## config.mk

```make
export PLATFORM = sky130hd
export DESIGN_NAME = pcileech_tlps128_msix_tx
export DESIGN_NICKNAME = d
export VERILOG_FILES = /design/src/rtl/pcileech_msix_pkg.sv /design/src/rtl/pcileech_msix_tlp_build.sv /design/src/rtl/pcileech_tlps128_msix_tx.sv
export SDC_FILE = /design/constraint.sdc
export NUM_CORES = 1
export LEC_CHECK = 0
export BUFFER_PORTS_ARGS = -buffer_cell sky130_fd_sc_hd__buf_2
export CORE_AREA = 2 2 160 162
export DETAILED_ROUTE_END_ITERATION = 8
export DIE_AREA = 0 0 162 164
export GPL_TIMING_DRIVEN = 0
export SYNTH_ARGS = -nofsm -noshare
export SYNTH_HDL_FRONTEND = slang
export SYNTH_SLANG_ARGS = --single-unit
```

## constraint.sdc

```tcl
create_clock -name clk_pcie -period 1.8 [get_ports clk_pcie]
set_input_delay 0.18 -clock clk_pcie [delete_from_list [all_inputs] [get_ports clk_pcie]]
set_output_delay 0.18 -clock clk_pcie [all_outputs]
set_load 0.01 [all_outputs]
```

## src/rtl/pcileech_msix_pkg.sv

```systemverilog
// rtl/pcileech_msix_pkg.sv - shared TLP codes, FSM states and table-entry type for the MSI-X transmitter
package pcileech_msix_pkg;

  localparam logic [7:0] MWR32 = 8'h40;
  localparam logic [7:0] MWR64 = 8'h60;

  typedef enum logic [2:0] {
    ST_IDLE,
    ST_LOOKUP,
    ST_EVAL,
    ST_BEAT0,
    ST_BEAT1
  } msix_tx_state_t;

  typedef struct packed {
    logic [63:0] addr;
    logic [31:0] data;
    logic        vmask;
  } msix_entry_t;

endpackage

```

## src/rtl/pcileech_msix_tlp_build.sv

```systemverilog
// rtl/pcileech_msix_tlp_build.sv - combinational 1-DW MWr TLP formatter for one MSI-X table entry
module pcileech_msix_tlp_build
  import pcileech_msix_pkg::*;
(
  input  msix_entry_t  entry,
  input  logic [15:0]  pcie_id,
  output logic [127:0] beat0,
  output logic [127:0] beat1,
  output logic         is_4dw
);

  logic [31:0] dw0;
  logic [31:0] dw1;
  logic [31:0] addr_lo;
  logic        unused_vmask;

  assign unused_vmask = entry.vmask;

  always_comb begin
    is_4dw  = |entry.addr[63:32];
    // TC, attr, TD, EP all zero; length is a single DW
    dw0     = {(is_4dw ? MWR64 : MWR32), 14'h0, 10'd1};
    dw1     = {pcie_id, 8'h00, 4'h0, 4'hF};
    addr_lo = {entry.addr[31:2], 2'b00};
    if (is_4dw) begin
      beat0 = {addr_lo, entry.addr[63:32], dw1, dw0};
      beat1 = {96'h0, entry.data};
    end else begin
      beat0 = {entry.data, addr_lo, dw1, dw0};
      beat1 = '0;
    end
  end

endmodule

```

## src/rtl/pcileech_tlps128_msix_tx.sv

```systemverilog
// rtl/pcileech_tlps128_msix_tx.sv - MSI-X message transmitter: table lookup, mask/PBA rules, MWr on 128-bit AXIS
// Optional MSIX_TX_STATS_EN adds saturating stat_sent/stat_drop counters.
module pcileech_tlps128_msix_tx
  import pcileech_msix_pkg::*;
#(
  parameter  int NUM_VECTORS = 16,
  localparam int VEC_W       = $clog2(NUM_VECTORS)
) (
  input  logic                   clk_pcie,
  input  logic                   rst,
  input  logic [15:0]            pcie_id,
  input  logic                   cfg_msix_en,
  input  logic                   cfg_msix_fmask,
  input  logic                   req_valid,
  output logic                   req_ready,
  input  logic [VEC_W-1:0]       req_vector,
  output logic                   tbl_rd_en,
  output logic [VEC_W-1:0]       tbl_rd_idx,
  input  logic [63:0]            tbl_addr,
  input  logic [31:0]            tbl_data,
  input  logic                   tbl_vmask,
  output logic [NUM_VECTORS-1:0] pba,
  output logic [127:0]           tx_tdata,
  output logic [3:0]             tx_tkeepdw,
  output logic                   tx_tlast,
  output logic                   tx_tvalid,
  input  logic                   tx_tready,
  output logic                   stat_err
`ifdef MSIX_TX_STATS_EN
  ,
  output logic [31:0]            stat_sent,
  output logic [31:0]            stat_drop
`endif
);

  localparam logic [VEC_W-1:0] SCAN_LAST = VEC_W'(NUM_VECTORS - 1);

  msix_tx_state_t         state_q, state_d;
  logic [VEC_W-1:0]       vec_q, vec_d;
  logic                   retry_q, retry_d;
  logic [VEC_W-1:0]       scan_q, scan_d;
  logic [NUM_VECTORS-1:0] pba_q, pba_d;
  logic [127:0]           tdata_q, tdata_d;
  logic [127:0]           beat1_q, beat1_d;
  logic [3:0]             tkeep_q, tkeep_d;
  logic                   tlast_q, tlast_d;
  logic                   tvalid_q, tvalid_d;
  logic                   err_q, err_d;
  logic                   sent_inc, drop_inc;

  msix_entry_t  entry;
  logic [127:0] bld_beat0, bld_beat1;
  logic         bld_is_4dw;

  assign entry = '{addr: tbl_addr, data: tbl_data, vmask: tbl_vmask};

  pcileech_msix_tlp_build u_build (
    .entry   (entry),
    .pcie_id (pcie_id),
    .beat0   (bld_beat0),
    .beat1   (bld_beat1),
    .is_4dw  (bld_is_4dw)
  );

  assign req_ready  = (state_q == ST_IDLE) && !rst;
  assign tbl_rd_en  = (state_q == ST_LOOKUP) && !rst;
  assign tbl_rd_idx = vec_q;
  assign pba        = pba_q;
  assign tx_tdata   = tdata_q;
  assign tx_tkeepdw = tkeep_q;
  assign tx_tlast   = tlast_q;
  assign tx_tvalid  = tvalid_q;
  assign stat_err   = err_q;

  always_comb begin
    state_d  = state_q;
    vec_d    = vec_q;
    retry_d  = retry_q;
    scan_d   = scan_q;
    pba_d    = pba_q;
    tdata_d  = tdata_q;
    beat1_d  = beat1_q;
    tkeep_d  = tkeep_q;
    tlast_d  = tlast_q;
    tvalid_d = tvalid_q;
    err_d    = err_q;
    sent_inc = 1'b0;
    drop_inc = 1'b0;
    case (state_q)
      ST_IDLE: begin
        scan_d = (scan_q == SCAN_LAST) ? '0 : scan_q + 1'b1;
        // fresh requests take priority over re-delivering pending vectors
        if (req_valid) begin
          vec_d   = req_vector;
          retry_d = 1'b0;
          state_d = ST_LOOKUP;
        end else if (pba_q[scan_q]) begin
          vec_d   = scan_q;
          retry_d = 1'b1;
          state_d = ST_LOOKUP;
        end
      end
      ST_LOOKUP: state_d = ST_EVAL;
      ST_EVAL: begin
        state_d = ST_IDLE;
        if (!cfg_msix_en) begin
          drop_inc = 1'b1;
          if (retry_q) pba_d[vec_q] = 1'b0;
        end else if (tbl_addr[1:0] != 2'b00) begin
          drop_inc     = 1'b1;
          err_d        = 1'b1;
          pba_d[vec_q] = 1'b0;
        end else if (cfg_msix_fmask || tbl_vmask) begin
          pba_d[vec_q] = 1'b1;
        end else begin
          pba_d[vec_q] = 1'b0;
          tdata_d      = bld_beat0;
          beat1_d      = bld_beat1;
          tkeep_d      = 4'hF;
          tlast_d      = !bld_is_4dw;
          tvalid_d     = 1'b1;
          state_d      = ST_BEAT0;
        end
      end
      ST_BEAT0: begin
        if (tvalid_q && tx_tready) begin
          if (tlast_q) begin
            tvalid_d = 1'b0;
            tdata_d  = '0;
            tkeep_d  = 4'h0;
            tlast_d  = 1'b0;
            sent_inc = 1'b1;
            state_d  = ST_IDLE;
          end else begin
            tdata_d  = beat1_q;
            tkeep_d  = 4'h1;
            tlast_d  = 1'b1;
            state_d  = ST_BEAT1;
          end
        end
      end
      ST_BEAT1: begin
        if (tvalid_q && tx_tready) begin
          tvalid_d = 1'b0;
          tdata_d  = '0;
          tkeep_d  = 4'h0;
          tlast_d  = 1'b0;
          sent_inc = 1'b1;
          state_d  = ST_IDLE;
        end
      end
      default: state_d = ST_IDLE;
    endcase
  end

  always_ff @(posedge clk_pcie) begin
    if (rst) begin
      state_q  <= ST_IDLE;
      vec_q    <= '0;
      retry_q  <= 1'b0;
      scan_q   <= '0;
      pba_q    <= '0;
      tdata_q  <= '0;
      beat1_q  <= '0;
      tkeep_q  <= 4'h0;
      tlast_q  <= 1'b0;
      tvalid_q <= 1'b0;
      err_q    <= 1'b0;
    end else begin
      state_q  <= state_d;
      vec_q    <= vec_d;
      retry_q  <= retry_d;
      scan_q   <= scan_d;
      pba_q    <= pba_d;
      tdata_q  <= tdata_d;
      beat1_q  <= beat1_d;
      tkeep_q  <= tkeep_d;
      tlast_q  <= tlast_d;
      tvalid_q <= tvalid_d;
      err_q    <= err_d;
    end
  end

`ifdef MSIX_TX_STATS_EN
  logic [31:0] sent_q, drop_q;

  always_ff @(posedge clk_pcie) begin
    if (rst) begin
      sent_q <= '0;
      drop_q <= '0;
    end else begin
      if (sent_inc && !(&sent_q)) sent_q <= sent_q + 32'd1;
      if (drop_inc && !(&drop_q)) drop_q <= drop_q + 32'd1;
    end
  end

  assign stat_sent = sent_q;
  assign stat_drop = drop_q;
`else
  logic unused_stats;
  assign unused_stats = sent_inc ^ drop_inc;
`endif

endmodule

```

==> metrics.yaml, run 1 <==
status:
  status: "complete, but fails checks"
  violations: "negative hold slack, negative setup slack"
setup_path:
  ff2ff_path_depth: 8
  reg2reg_setup_slack_ns: -0.20
  critPathRequiredTime_ns: 2.18
  reg2reg_from: "state_q[2]"
  worstReg2RegEnd: "tx_tdata[111]"
  arrival_ns: 2.37
  start_kind: "flip-flop"
  setup.worst_path.class: "flip-flop to flip-flop"
  cp_max_fo: 5
  critPathCaptureType: "flip-flop"
final_layout:
  finish.instance_area_um2: 12000
  area_growth_pct: 63.4
  final_common_cell: "buf_2"
  nets: 1349
  n_fill_cell: 2379
  multi_input_area_um2: 4480
  area.sequential_um2: 3550
  mostFrequentLayoutCells: "buf_2 (271), dfxtp_1 (173), nand2_1 (92), a21oi_1 (82), nand3_1 (74)"
  drive_gt1_frac: 0.484
grt:
  grt_pass1_wl_mm: 42.5
  grt_usage: 0.209
  grt_max_degree: 19
  overflow: 0
  grt_pass1_vias: 7398
  antenna_found_initial: 2
floorplan:
  die_height_um: 164
  die_w_um: 162
  ios: 280
  start_util: 0.297
  rows: 58
  die_area_um2: 26600
  core_um2: 24800
sta:
  rsz0062_at_grt: "yes"
  worst_slack_ns: -0.195
  period_share: 1.11
  max_slew_margin: 0.397
  slew_violations: 0
  hold_violations: 1
  tightest_slew_ns: 0.904
  hold_ws_ns: -0.000124
  clock_skew_ns: 0.0153
  post-route-min-period_ns: 2.00
  finalSetupViolCount: 104
  max_freq_mhz: 501
yosys:
  ys_warn_count: 0
  yosysTopAreaCellShare: 0.481
  synth_area_per_cell_um2: 8.66
  ys_async_sr_fraction: 0
  ys_types: 50
  syn-cell-area_um2: 7370
  ys_seq_area_frac: 0.481
  ys_ff_latch: 177
  synthCells: 851
  synth_top_flop_cell: "dfxtp_1"
  yosysTopAreaCell: "dfxtp_1"
  synth_edf_count: 0
  netlist_top_cells_area: "dfxtp_1 (48%), a21oi_1 (8.2%), nand3_1 (6.7%)"
route:
  vias_per_cell: 4.98
  drcViolationCount: 0
  wl_per_cell_um: 19.1
  ant_nets: 0
  drt_first_pass_iters: 4
  dr.first_iter.drc_count: 474
  vias: 7811
  wirelength_mm: 30.0
cts:
  path_clk_slew_ns: 0.08
  cts_root_buf: "clkbuf_16"
  htreeDepth: 4
  cts_buffer_depth: 2
  cts_sinks: 177
  numCtsBuffers: 17
  clock_latency_ns: 0.44
  cts_tree: "done"
run:
  drv_cap: 0
hold_path:
  min_to: "tx_tdata[82]"
  min_from: "tbl_addr[50]"
  hold_depth: 3
  min_path_type: "input port to flip-flop"
placed_design:
  post_dp_cell_area_um2: 9200
  place.gp.congestion: 0.857
  hpwlAfterDp_mm: 21.2
  port_buffers: 265
power_and_ir_drop:
  power_density_nw_per_um2: 805
  ir_drop_uv: 453
  power.static_leakage_nw: 4.94
[worst max path at each step]
stage                      start  cells past startpoint             to  slack (ns)
floorplan             state_q[1]                      8  tx_tdata[122]        -0.1
global placement    tbl_addr[38]                      7   tx_tdata[96]       -1.07
detailed placement  tbl_addr[38]                      7   tx_tdata[96]       -1.10
CTS                   state_q[0]                      8    beat1_q[16]       -0.29
global route          state_q[2]                      8  tx_tdata[111]       -0.26
finish                state_q[2]                      8  tx_tdata[111]       -0.20
[cells in the mapped netlist (4+ instances only)]
cell / count
nor4_1: 11
nor3_1: 9
nand2_1: 116
buf_4: 20
a21oi_2: 6
nand3_1: 99
o21ai_0: 13
a21o_1: 10
mux2i_1: 34
nand4_1: 4
nor2b_1: 5
clkbuf_1: 48
a211oi_1: 8
inv_1: 4
a21oi_1: 121
dfxtp_1: 177
buf_2: 22
o2bb2ai_1: 39
a2bb2oi_1: 12
a31oi_1: 12
nor2_1: 41
[state kept, by name (all words and copies together) (netlist names), named ones only]
register / cells
tx_tdata: 112
tx_tvalid: 1
retry_q: 1
beat1_q: 32
scan_q: 4
state_q: 3
stat_err: 1
tbl_rd_idx: 4
tx_tkeepdw: 2
tx_tlast: 1
[report_power, final]
group          total (mW)  switching (mW)  internal, mW
Clock                3.93            1.80          2.12
Combinational        1.66           0.945         0.714
Sequential           4.11           0.101          4.00
[cells by family (layout without fill, tap and decap cells)]
kind of cell	after synthesis	in the layout	share of synthesized area
AOI/OAI and AO/OA	233	233	0.201
xor gates and xnor gates	1	1	0.00119
adders and majority gates	1	1	0.00170
buffers and inverters	98	474	0.0648
DFF	177	177	0.481
muxes	39	39	0.0584
other	1	14	0.000509
and+or+nand+nor	301	301	0.191
[per-stage QoR]
step / cells / power [mW] / setup WS, ns / utilization / setup TNS, ns
CTS: 1546 / 9.58 / -0.286 / 0.443 / -15.91
floorplan: 862 / 4.88 / -0.0999 / - / -2.92
detailed placement: 1457 / 5.34 / -1.10 / 0.371 / -94.99
global placement: 1457 / 5.34 / -1.07 / 0.371 / -93.93
global route: 1570 / 10.0 / -0.255 / 0.485 / -17.91
finish: 1570 / 9.69 / -0.195 / 0.485 / -10.01
[critical path, stage by stage (launching register included)]
cell and delay, ns:
dfxtp_4 0.35, or3b_4 0.41, buf_8 0.14, nor4_4 0.33
buf_4 0.20, nand2_8 0.07, buf_8 0.15, clkbuf_16 0.16
o2bb2ai_2 0.12
[routing by layer]
layer | GRT usage | up-vias | part of all wire
li1 | - | 3778 | -
met1 | 0.266 | 3721 | 0.43
met2 | 0.361 | 281 | 0.49
met3 | 0.0444 | 31 | 0.057
met4 | 0.0547 | 0 | 0.015
met5 | 0 | - | 0
[cell type report]
cell class	instances	area share
diodes	2	0.000415
plain buffers	92	0.0646
clock buffers	17	0.0353
clock inverters	15	0.0163
inverters	4	0.00125
multi-input cells	587	0.372
flip-flops and latches	177	0.295
well taps	330	0.0343
repair buffers	346	0.181
[what timing repair did]
item / in CTS / in global routing
gates cloned: 5 / 5
hold buffers: 27 / 1
gates resized for setup: 152 / 195
endpoints found under the setup margin: 171 / 172
hold endpoints to repair: 27 / 1
pin swaps: 48 / 92
buffers inserted: 26 / 20
Power figures use the tool's default switching activity.
==> run 2, diff against run 1 <==
--- a/config.mk
+++ b/config.mk
@@ -5,10 +5,10 @@
 export SDC_FILE = /design/constraint.sdc
 export NUM_CORES = 1
 export LEC_CHECK = 0
-export BUFFER_PORTS_ARGS = -buffer_cell sky130_fd_sc_hd__buf_2
 export CORE_AREA = 2 2 160 162
 export DETAILED_ROUTE_END_ITERATION = 8
 export DIE_AREA = 0 0 162 164
+export DONT_BUFFER_PORTS = 1
 export GPL_TIMING_DRIVEN = 0
 export SYNTH_ARGS = -nofsm -noshare
 export SYNTH_HDL_FRONTEND = slang
==> run 2 against run 1 <==
The run ends with negative setup slack left. Global-route usage up 0.47 points. Maximum frequency up 1.4%. Via count down 9.5%.
==> metrics.yaml, run 2 (synthesized netlist as in run 1, its figures left out) <==
status:
  status: "complete, but fails checks"
  violations: "negative setup slack"
sta:
  max_freq_mhz: 508
  period_share: 1.09
  clock_skew_ns: 0.0180
  worst_slack_ns: -0.168
  hold_ws_ns: 0.0202
  max_slew_margin: 0.460
  setup_tns_ns: -9.04
  tightest_slew_ns: 0.810
  post-route-min-period_ns: 1.97
  rsz0062_at_grt: "yes"
  finalSetupViolCount: 101
  slew_violations: 0
  hold_violations: 0
setup_path:
  crit_chain: "or3b_4 > buf_6 > nor4_4 > buf_6 > buf_6 > nand3_1 > a21oi_2"
  reg2reg_from: "state_q[2]"
  reg2reg_setup_slack_ns: -0.17
  critPathCaptureType: "flip-flop"
  worstReg2RegEnd: "beat1_q[14]"
  arrival_ns: 2.33
  cpMostUsedCell: "buf_6"
  ff2ff_path_depth: 7
  setup.worst_path.class: "flip-flop to flip-flop"
  crit_start: "state_q[2]"
  cp_max_fo: 6
  slowest_stage: "or3b_4"
  start_kind: "flip-flop"
  endpoint: "beat1_q[14]"
  critPathRequiredTime_ns: 2.16
  cpPeakStageDelay_ns: 0.42
cts:
  clock_latency_ns: 0.44
  cts_sinks: 177
  htreeDepth: 4
  cts_tree: "done"
  path_clk_slew_ns: 0.08
  numCtsBuffers: 17
  cts_buffer_depth: 2
  cts_root_buf: "clkbuf_16"
final_layout:
  largest_register_ffs: 112
  nets: 1147
  mostFrequentLayoutCells: "dfxtp_1 (173), a21oi_1 (104), dlygate4sd3_1 (104), nand2_1 (98), nand3_1 (96)"
  finish.instance_area_um2: 10800
  drive_gt1_frac: 0.248
  final_common_cell: "dfxtp_1"
  area_growth_pct: 47.1
  layout.cells.non_filler: 1367
  fin_util: 0.437
route:
  drt_first_pass_iters: 5
  drcViolationCount: 0
  wirelength_mm: 29.9
  vias: 7070
  dr.first_iter.drc_count: 398
  ant_nets: 0
  vias_per_cell: 5.17
  wl_per_cell_um: 21.9
placed_design:
  hpwlAfterDp_mm: 21.0
  dp.cells: 1192
  place.gp.congestion: 0.817
  dp_slack_ns: -1.02
  port_buffers: 0
  post_dp_cell_area_um2: 7880
floorplan:
  ios: 280
  die_area_um2: 26600
  core_um2: 24800
  rows: 58
  die_height_um: 164
  start_util: 0.297
  die_w_um: 162
power_and_ir_drop:
  p_clk_frac: 0.398
  power.static_leakage_nw: 3.83
  power_frac_comb: 0.169
  report.power.total_mw: 9.55
  swShare: 0.294
  internal_power_mw: 6.75
  p_seq_frac: 0.433
  power_density_nw_per_um2: 881
  ir_drop_uv: 501
  p_sw_mw: 2.81
grt:
  grt_pass1_wl_mm: 42.9
  overflow: 0
  antenna_found_initial: 1
  grt_pass1_vias: 7069
  grt_max_degree: 18
  grt_usage: 0.214
hold_path:
  hold_depth: 3
  min_path_type: "input port to flip-flop"
run:
  drv_cap: 0
-- run 2: worst min path at each step --
stage	from	end	slack, ns
detailed placement	tbl_data[9]	beat1_q[9]	0.34
floorplan	tbl_addr[35]	tx_tdata[67]	0.33
CTS	tbl_addr[30]	tx_tdata[94]	0.002
global route	tbl_addr[43]	tx_tdata[75]	0.02
finish	tbl_addr[30]	tx_tdata[126]	0.02
global placement	tbl_addr[60]	tx_tdata[92]	0.33
-- run 2: what timing repair did --
item	in CTS	in global routing
hold buffers	104	0
setup endpoints to repair	171	165
pin swaps	64	37
hold endpoints to repair	108	0
cloned	4	4
buffers inserted	26	9
gates resized for setup	151	101
-- run 2: area by class of cell --
cell class / count / area, um^2
well taps: 330 / 413
clock inverters: 13 / 139
clock buffers: 19 / 443
fillers: 2386 / 14000
repair buffers: 146 / 1500
flip-flops and latches: 177 / 3550
multi-input cells: 587 / 4060
inverters: 4 / 15.0
plain buffers: 90 / 714
diodes: 1 / 2.50
-- run 2: power by group through the flow --
| stage | logic [mW] | registers, mW | clock network, mW |
|---|---|---|---|
| floorplan | 0.718 | 4.17 | 0 |
| global placement | 0.913 | 4.19 | 0 |
| detailed placement | 0.927 | 4.20 | 0 |
| CTS | 1.43 | 4.13 | 3.87 |
| global route | 1.73 | 4.15 | 4.04 |
| finish | 1.61 | 4.14 | 3.80 |
-- run 2: metal layers --
| metal | routed length, um | part of all wire | vias up | track usage |
|---|---|---|---|---|
| li1 | - | - | 3368 | - |
| met1 | 12300 | 0.41 | 3386 | 0.259 |
| met2 | 14800 | 0.50 | 282 | 0.373 |
| met3 | 2260 | 0.075 | 34 | 0.0596 |
| met4 | 489 | 0.016 | 0 | 0.0587 |
| met5 | 0 | 0 | - | 0 |
-- run 2: critical path: cells and delay by family, from the launching register on --
family / cells / cell delay [ns]
AND/OR/NAND/NOR: 3 / 0.89
buffers and inverters: 3 / 0.49
AO/OA/AOI/OAI: 1 / 0.17
flip-flops: 1 / 0.34
